**src/rtl/dmem_lsu.sv**
```systemverilog
// Load/store unit between the core memory stage and a word-wide data memory.
// One request at a time; sub-word stores go through a read-modify-write pass.
module dmem_lsu #(
    parameter logic [31:0] ADDR_LIMIT   = 32'h0000_00FF,
    parameter bit          MISALIGN_ERR = 1'b1
) (
    input  logic        clk,
    input  logic        reset_n,
    input  logic        req_valid,
    output logic        req_ready,
    input  logic        req_we,
    input  logic [1:0]  req_size,
    input  logic        req_unsigned,
    input  logic [31:0] req_addr,
    input  logic [31:0] req_wdata,
    output logic        resp_valid,
    input  logic        resp_ready,
    output logic [31:0] resp_rdata,
    output logic        resp_err,
    output logic        mem_we,
    output logic [31:0] mem_a,
    output logic [31:0] mem_wd,
    input  logic [31:0] mem_rd
);

    typedef enum logic [2:0] {
        S_IDLE,
        S_LOAD,
        S_RMW_RD,
        S_WRITE,
        S_RESP
    } state_t;

    localparam logic [1:0] SZ_BYTE = 2'b00;
    localparam logic [1:0] SZ_HALF = 2'b01;
    localparam logic [1:0] SZ_WORD = 2'b10;
    localparam logic [1:0] SZ_BAD  = 2'b11;

    state_t      r_state;
    state_t      w_next;
    logic [31:0] r_addr;
    logic [1:0]  r_size;
    logic        r_unsigned;
    logic [15:0] r_wdata;
    logic [31:0] r_mem_wd;
    logic [31:0] r_rdata;
    logic        r_err;

    logic [31:0] w_addr_eff;
    logic [1:0]  w_span;
    logic [32:0] w_last_byte;
    logic        w_misalign;
    logic        w_err;
    logic [31:0] w_word_addr;
    logic [7:0]  w_ld_byte;
    logic [15:0] w_ld_half;
    logic [31:0] w_ld_data;
    logic [31:0] w_merged;

    // Request decode at accept: the range check runs in 33 bits so an access
    // that wraps past 32'hFFFF_FFFF is still flagged.
    always_comb begin
        w_span     = 2'd3;
        w_misalign = 1'b0;
        w_addr_eff = req_addr;
        case (req_size)
            SZ_BYTE: w_span = 2'd0;
            SZ_HALF: begin
                w_span     = 2'd1;
                w_misalign = req_addr[0];
            end
            SZ_WORD: w_misalign = (req_addr[1:0] != 2'b00);
            default: w_span = 2'd3;
        endcase
        if (!MISALIGN_ERR) begin
            if (req_size == SZ_HALF) w_addr_eff[0]   = 1'b0;
            if (req_size == SZ_WORD) w_addr_eff[1:0] = 2'b00;
        end
        w_last_byte = {1'b0, w_addr_eff} + {31'b0, w_span};
        w_err = (req_size == SZ_BAD) || (MISALIGN_ERR && w_misalign) ||
                (w_last_byte > {1'b0, ADDR_LIMIT});
    end

    assign w_word_addr = {r_addr[31:2], 2'b00};

    // Little-endian lane selection for load extraction and store merge.
    always_comb begin
        w_ld_byte = mem_rd[{r_addr[1:0], 3'b000} +: 8];
        w_ld_half = mem_rd[{r_addr[1], 4'b0000} +: 16];
        case (r_size)
            SZ_BYTE: w_ld_data = {{24{w_ld_byte[7] & ~r_unsigned}}, w_ld_byte};
            SZ_HALF: w_ld_data = {{16{w_ld_half[15] & ~r_unsigned}}, w_ld_half};
            default: w_ld_data = mem_rd;
        endcase
        w_merged = mem_rd;
        if (r_size == SZ_BYTE) w_merged[{r_addr[1:0], 3'b000} +: 8] = r_wdata[7:0];
        else                   w_merged[{r_addr[1], 4'b0000} +: 16] = r_wdata;
    end

    always_ff @(posedge clk) begin
        // NOTE: state registers use non-blocking assignments so every flop
        // samples pre-edge values regardless of block evaluation order.
        if (!reset_n) r_state <= S_IDLE;
        else          r_state <= w_next;
    end

    always_comb begin
        // NOTE: every output gets a default before the case so no path can
        // leave one unassigned and infer a latch.
        w_next     = r_state;
        req_ready  = 1'b0;
        resp_valid = 1'b0;
        resp_rdata = 32'd0;
        resp_err   = 1'b0;
        mem_we     = 1'b0;
        mem_a      = 32'd0;
        mem_wd     = 32'd0;
        case (r_state)
            S_IDLE: begin
                req_ready = 1'b1;
                if (req_valid) begin
                    if (w_err)                  w_next = S_RESP;
                    else if (!req_we)           w_next = S_LOAD;
                    else if (req_size == SZ_WORD) w_next = S_WRITE;
                    else                        w_next = S_RMW_RD;
                end
            end
            S_LOAD: begin
                mem_a  = w_word_addr;
                w_next = S_RESP;
            end
            S_RMW_RD: begin
                mem_a  = w_word_addr;
                w_next = S_WRITE;
            end
            S_WRITE: begin
                mem_we = 1'b1;
                mem_a  = w_word_addr;
                mem_wd = r_mem_wd;
                w_next = S_RESP;
            end
            S_RESP: begin
                resp_valid = 1'b1;
                resp_rdata = r_rdata;
                resp_err   = r_err;
                if (resp_ready) w_next = S_IDLE;
            end
            default: w_next = S_IDLE;
        endcase
    end

    always_ff @(posedge clk) begin
        if (!reset_n) begin
            r_addr     <= 32'd0;
            r_size     <= 2'b00;
            r_unsigned <= 1'b0;
            r_wdata    <= 16'd0;
            r_mem_wd   <= 32'd0;
            r_rdata    <= 32'd0;
            r_err      <= 1'b0;
        end else begin
            case (r_state)
                S_IDLE: begin
                    if (req_valid) begin
                        r_addr     <= w_addr_eff;
                        r_size     <= req_size;
                        r_unsigned <= req_unsigned;
                        r_wdata    <= req_wdata[15:0];
                        r_mem_wd   <= req_wdata;
                        r_rdata    <= 32'd0;
                        r_err      <= w_err;
                    end
                end
                S_LOAD:   r_rdata  <= w_ld_data;
                S_RMW_RD: r_mem_wd <= w_merged;
                default: ;
            endcase
        end
    end

endmodule
```
**config.mk**
```make
export PLATFORM = sky130hd
export DESIGN_NAME = dmem_lsu
export DESIGN_NICKNAME = d
export VERILOG_FILES = /design/src/rtl/dmem_lsu.sv
export SDC_FILE = /design/constraint.sdc
export NUM_CORES = 1
export LEC_CHECK = 0
export ABC_AREA = 0
export BUFFER_PORTS_ARGS = -buffer_cell sky130_fd_sc_hd__buf_2
export CAP_MARGIN = 20
export CORE_ASPECT_RATIO = 2
export CORE_MARGIN = 1.5
export CORE_UTILIZATION = 47
export CTS_CLUSTER_SIZE = 25
export DETAILED_ROUTE_END_ITERATION = 8
export PLACE_DENSITY = 0.8
export SETUP_SLACK_MARGIN = 0.2
export SYNTH_ARGS = -nofsm -noshare
export SYNTH_HDL_FRONTEND = slang
export SYNTH_SLANG_ARGS = --single-unit
```
**constraint.sdc**
```tcl
create_clock -name clk -period 2.88 [get_ports clk]
set_clock_uncertainty 0.15 [all_clocks]
set_input_delay 0.144 -clock clk [delete_from_list [all_inputs] [get_ports clk]]
set_output_delay 0.144 -clock clk [all_outputs]
set_load 0.01 [all_outputs]
```
After elaboration in Yosys (flattened, before gate mapping). Index checks and enable logic that the tools add are counted.

Register bits after elaboration: 119. Input port bits: 104. Output and inout port bits: 100. Logic and storage cells: 68.

$add $sub $neg: 3. $lt $le $gt $ge: 1. Eq/ne operators: 10. Shifts and indexed selects: 6. Muxes and demuxes: 23. Bitwise logic cells: 3. Reductions and logical operators: 14.

Operator list (number): 32-bit 2-to-1 mux (6); 32-bit one-hot mux with 2 select lines (3); 32-bit bitwise mux (2); 32-bit by 2-bit adder with 33-bit output (1); 33-bit by 8-bit > comparator with 1-bit output, second input constant (1); 16-bit by 7-bit variable shift with 32-bit output, first input constant (1); 8-bit by 7-bit variable shift with 32-bit output, first input constant (1); 16-bit by 7-bit indexed part select with 32-bit output (1); 32-bit by 6-bit indexed part select with 16-bit output (1); 32-bit by 6-bit indexed part select with 8-bit output (1); 8-bit by 7-bit indexed part select with 32-bit output (1); 5-bit negator with 7-bit output (2); 3-bit one-hot mux with 4 select lines (1); 3-bit 2-to-1 mux (3); 2-bit AND reduction (4); 3-bit by 2-bit == test with 1-bit output, second input constant (2); 2-bit nonzero test (3); 1-bit 2-to-1 mux (5); 2-bit by 1-bit == test with 1-bit output, second input constant (2); 2-bit == test, second input constant (2); 2-bit logical NOT (2); 2-bit != test, second input constant (2); 2-bit one-hot mux with 2 select lines (1); 3-bit by 1-bit == test with 1-bit output, second input constant (1); other kinds (9) (11).

Depth between registers and ports, before layout.
Depth in word-level cells: 8. Mapped depth: 12. Mapped depth without buffers: 12.

Worst setup path after synthesis. Ideal clock, no wire load.

Kind: in2reg. From: input req_size[0]. To: register r_state[0]. Setup time: 96 ps. Data arrival time: 2759 ps. Data required time: 2634 ps. Setup slack: -125 ps. Stages on the path: 12. Path buffers: 0. Path through: inv_1 -> ha_1 -> inv_1 -> ha_1 -> fa_1 -> nand3_1 -> nor3_4 -> or4_1 -> a2111oi_2 -> nand4_1 -> or3_1 -> o41ai_2.

Cells in the longest elaborated chain, start to end: 8. Elaborated cells between the ends (all ways): 15. Those cells by class: 1 x add/sub; 1 x order compare; 3 x eq/ne; 7 x mux; 3 x reduce/logical.

Ends and longest elaborated chain: start, declared (RTL line 12) `input logic [1:0] req_size,`; 2-bit by 1-bit == test with 1-bit output or 2-bit logical NOT (tied branches) (RTL line 66) `case (req_size)`; 2-bit one-hot mux with 2 select lines (RTL line 66); 32-bit by 2-bit adder with 33-bit output (RTL line 79) `w_last_byte = {1'b0, w_addr_eff} + {31'b0, w_span};`; 33-bit by 8-bit > comparator with 1-bit output (RTL line 81) `(w_last_byte > {1'b0, ADDR_LIMIT});`; 1-bit logical OR (RTL line 80) `w_err = (req_size == SZ_BAD) || (MISALIGN_ERR && w_misalign) ||`; 3-bit 2-to-1 mux (*) (RTL line 122) `if (w_err) w_next = S_RESP;`; 3-bit 2-to-1 mux (*) (RTL line 121) `if (req_valid) begin`; 3-bit one-hot mux with 4 select lines (*) (RTL line 118) `case (r_state)`; end signal, assigned (RTL line 104) `else r_state <= w_next;`; end, declared (RTL line 39) `state_t r_state;`.

Every way passes the cells marked *; elsewhere a longest branch is shown, timed or not. The select of a mux whose other input is x is not followed. A chain may end at the register's enable or synchronous reset.

Worst setup path after layout.
From: input req_size[1]. To: register r_state[0].

The elaborated chain is that of the path after synthesis.

==> metrics.txt <==
final cell count without fillers=1,357; io pins=204; total negative slack=0 ns; total die area=0.0150 sq mm; fin worst setup slack=0.233 ns; Residual DRC=0; top cells by area, synth=dfxtp_1 36%, nand2_1 10%, and2_1 6.8%; DR vias/cell=5.87; design area=0.00953 sq mm; CP endpoint kind=flip-flop; chip width=87.4 microns; number of enable flip-flop cells after synthesis=0; Overall Global Routing Usage=35.2%; Vias=7,970; mapped cell area=0.00670 sq mm; Initial Utilization=48.2%; Critical Path RT=3.05 ns; Unique masters post-synth=65; Crit Path Category=input port to flip-flop; CTS Sinks=119; sequential-to-total area share from yosys stat=35.6%; minimum clock period=2.65 ns; startpoint types=input port; clock slew at reported path FFs=0.05 ns; Cell Count Post-Placement=1,242; worst hold path type=input port to flip-flop; Most used DFF post-synth=dfxtp_1; Slew Limit Headroom=48.9%; Synth async-reset ratio=0%; Syn Area/Cell=7.54 sq um; P&R area growth vs syn=42.3%; yosys warns=0; RR Startpoint=r_state[0]; buffers added on ports=201; share of cells above drive strength 1=26.0%; CTS tree=done; Yosys top cell by area=dfxtp_1; first-pass GRT wire length=39,900 microns; Nets=1,271; Placed Area=0.00801 sq mm; antenna violations before repair=1; clk buf depth=2; Max-Cap Viols=0; routability-driven placement congestion ratio=0.951; Worst-Skew Late Latency=0.41 ns; Pwr Total=4.74 mW; Setup Viol. Count Final=0; largest net degree at the start of global routing=55; routed wire length=26,700 microns; grt ovf=0; Synth top area share=35.6%; wire length per cell=19.7 microns; peak supply drop=0.434 mV; synthesized instance count=888; crit path DAT=2.81 ns; worst-margin pin slew=0.759 ns; outcome=complete, no violations; PD cells=498 mW/mm^2; root buffer cell=clkbuf_16; Leak Pwr=4.26 nW; final worst path period share=91.9%; core area=0.0139 sq mm; Die Y=172 microns; RSZ-0062 raised after global routing=yes; CTS H-tree depth=4; Rows=61; fmax=0.378 GHz; Max Fanout on Critical Path=2; CTS Buf Count=17; Fin. Hold Viols=0; CP startpoint=req_size[1]; number of DRC markers in iteration 0=646; hold path startpoint=mem_rd[12]; vias in the first global route=7,776; HPWL Detailed=18,900 microns; Final Max Slew Viols=0; Synth Register Bits=119; Pre-Repair DR Iteration Count=6; remaining antenna violation count=0; worst slack, placed=-0.279 ns
==> path summary, 6_finish.rpt <==
check | to | slack, ns | depth (start not counted)
setup / recovery | r_state[0] | 0.23 | 13
hold / removal | r_mem_wd[12] | 0.04 | 5
setup reg to reg | r_mem_wd[31] | 0.30 | 7
hold reg to reg | r_addr[4] | 0.30 | 2
==> sequential cells by signal (all words and copies together), names as in the netlist <==
register,flops
r_addr,32
r_mem_wd,32
r_rdata,32
r_wdata,16
r_state,3
r_size,2
r_err,1
r_unsigned,1
==> logic make-up (layout without fill, tap and decap cells) <==
kind of cell,after synthesis,count (layout),share of synthesized area [%]
buf+inv,92,370,5.31
xor+xnor,2,2,0.262
mux,4,4,0.822
other cells,1,3,0.0560
flops,119,119,35.6
fa+ha+maj,12,12,2.35
simple gates,420,420,31.5
compound gates,238,238,24.2
==> layer usage <==
metal,global-route usage (%),vias to the layer above,wire [microns]
met5,0,-,0
met4,33.1,0,2760
met3,6.38,164,1570
met2,61.8,428,13800
met1,33.1,3676,8560
li1,-,3702,-
==> synthesized netlist by cell type (4+ instances only) <==
cell / instances
nand2_1: 182
dfxtp_1: 119
and2_1: 73
a21oi_1: 66
clkbuf_1: 66
o21ai_0: 48
a221oi_1: 41
and3_1: 41
nor2_1: 41
a21boi_0: 23
inv_1: 20
nand3_1: 17
nor3_1: 16
a222oi_1: 15
ha_1: 11
a31oi_1: 10
nand4_1: 10
nor2b_1: 9
nor4_1: 9
a22o_1: 8
and4_1: 5
o22ai_1: 4
==> power by group <==
| part | internal, mW | switching [mW] | leakage (nW) |
|---|---|---|---|
| sequential | 1.72 | 0.0585 | 0.973 |
| clock | 1.44 | 0.777 | 0.296 |
| combinational | 0.316 | 0.430 | 2.99 |
| total | 3.48 | 1.27 | 4.26 |
==> cell usage in the layout (no fill, tap or decap), types with 3 or more instances in the layout <==
cell type and instances:
and3_1 40, buf_4 33, a22o_1 8, nor2b_1 9, a21oi_1 66, nor4_1 8
clkbuf_16 17, clkinv_4 3, bufinv_16 4, o21ai_0 48, a221oi_1 40, dlygate4sd3_1 82
nor3_1 15, and2_1 72, nor2_1 39, a21boi_0 22, and4_1 5, nand2_1 181
inv_1 17, nand3_1 16, dfxtp_1 118, buf_2 200, o22ai_1 3, nand3b_1 3
a222oi_1 15, nand4_1 10, clkinv_2 4, ha_1 8, a31oi_1 10
==> per-stage QoR <==
stage | hold WS (ns) | utilization (%)
6_report | 0.0373 | 68.6
5_1_grt | 0.0490 | 68.6
4_1_cts | 0.0304 | 68.0
3_5_place_dp | 0.257 | 57.7
3_3_place_gp | 0.247 | 57.7
2_1_floorplan | 0.130 | -
==> worst max-delay path, stage by stage <==
cell	delay (ns)
buf_4	0.15
inv_12	0.05
ha_4	0.13
inv_2	0.04
ha_4	0.15
fa_2	0.37
nand3_4	0.09
nor3_4	0.05
or4_4	0.44
a2111oi_4	0.36
nand4_1	0.19
or3_4	0.45
o41ai_2	0.19
==> layout make-up <==
cell class,count,area (sq um)
multi-input cells,678,4080
clock buffers,18,429
clock inverters,13,181
repair buffers,318,2120
diodes,1,2.50
flip-flops and latches,119,2380
well taps,189,236
fillers,1158,4360
inverters,21,96.3
==> timing repair <==
item | in CTS | in global routing
gates resized for setup | 1 | 17
pin swaps | 2 | 5
endpoints found under the hold margin | 95 | 0
buffers inserted | 0 | 0
endpoints found under the setup margin | 4 | 5
hold buffers | 82 | 0
(Power assumes the default switching activity.)
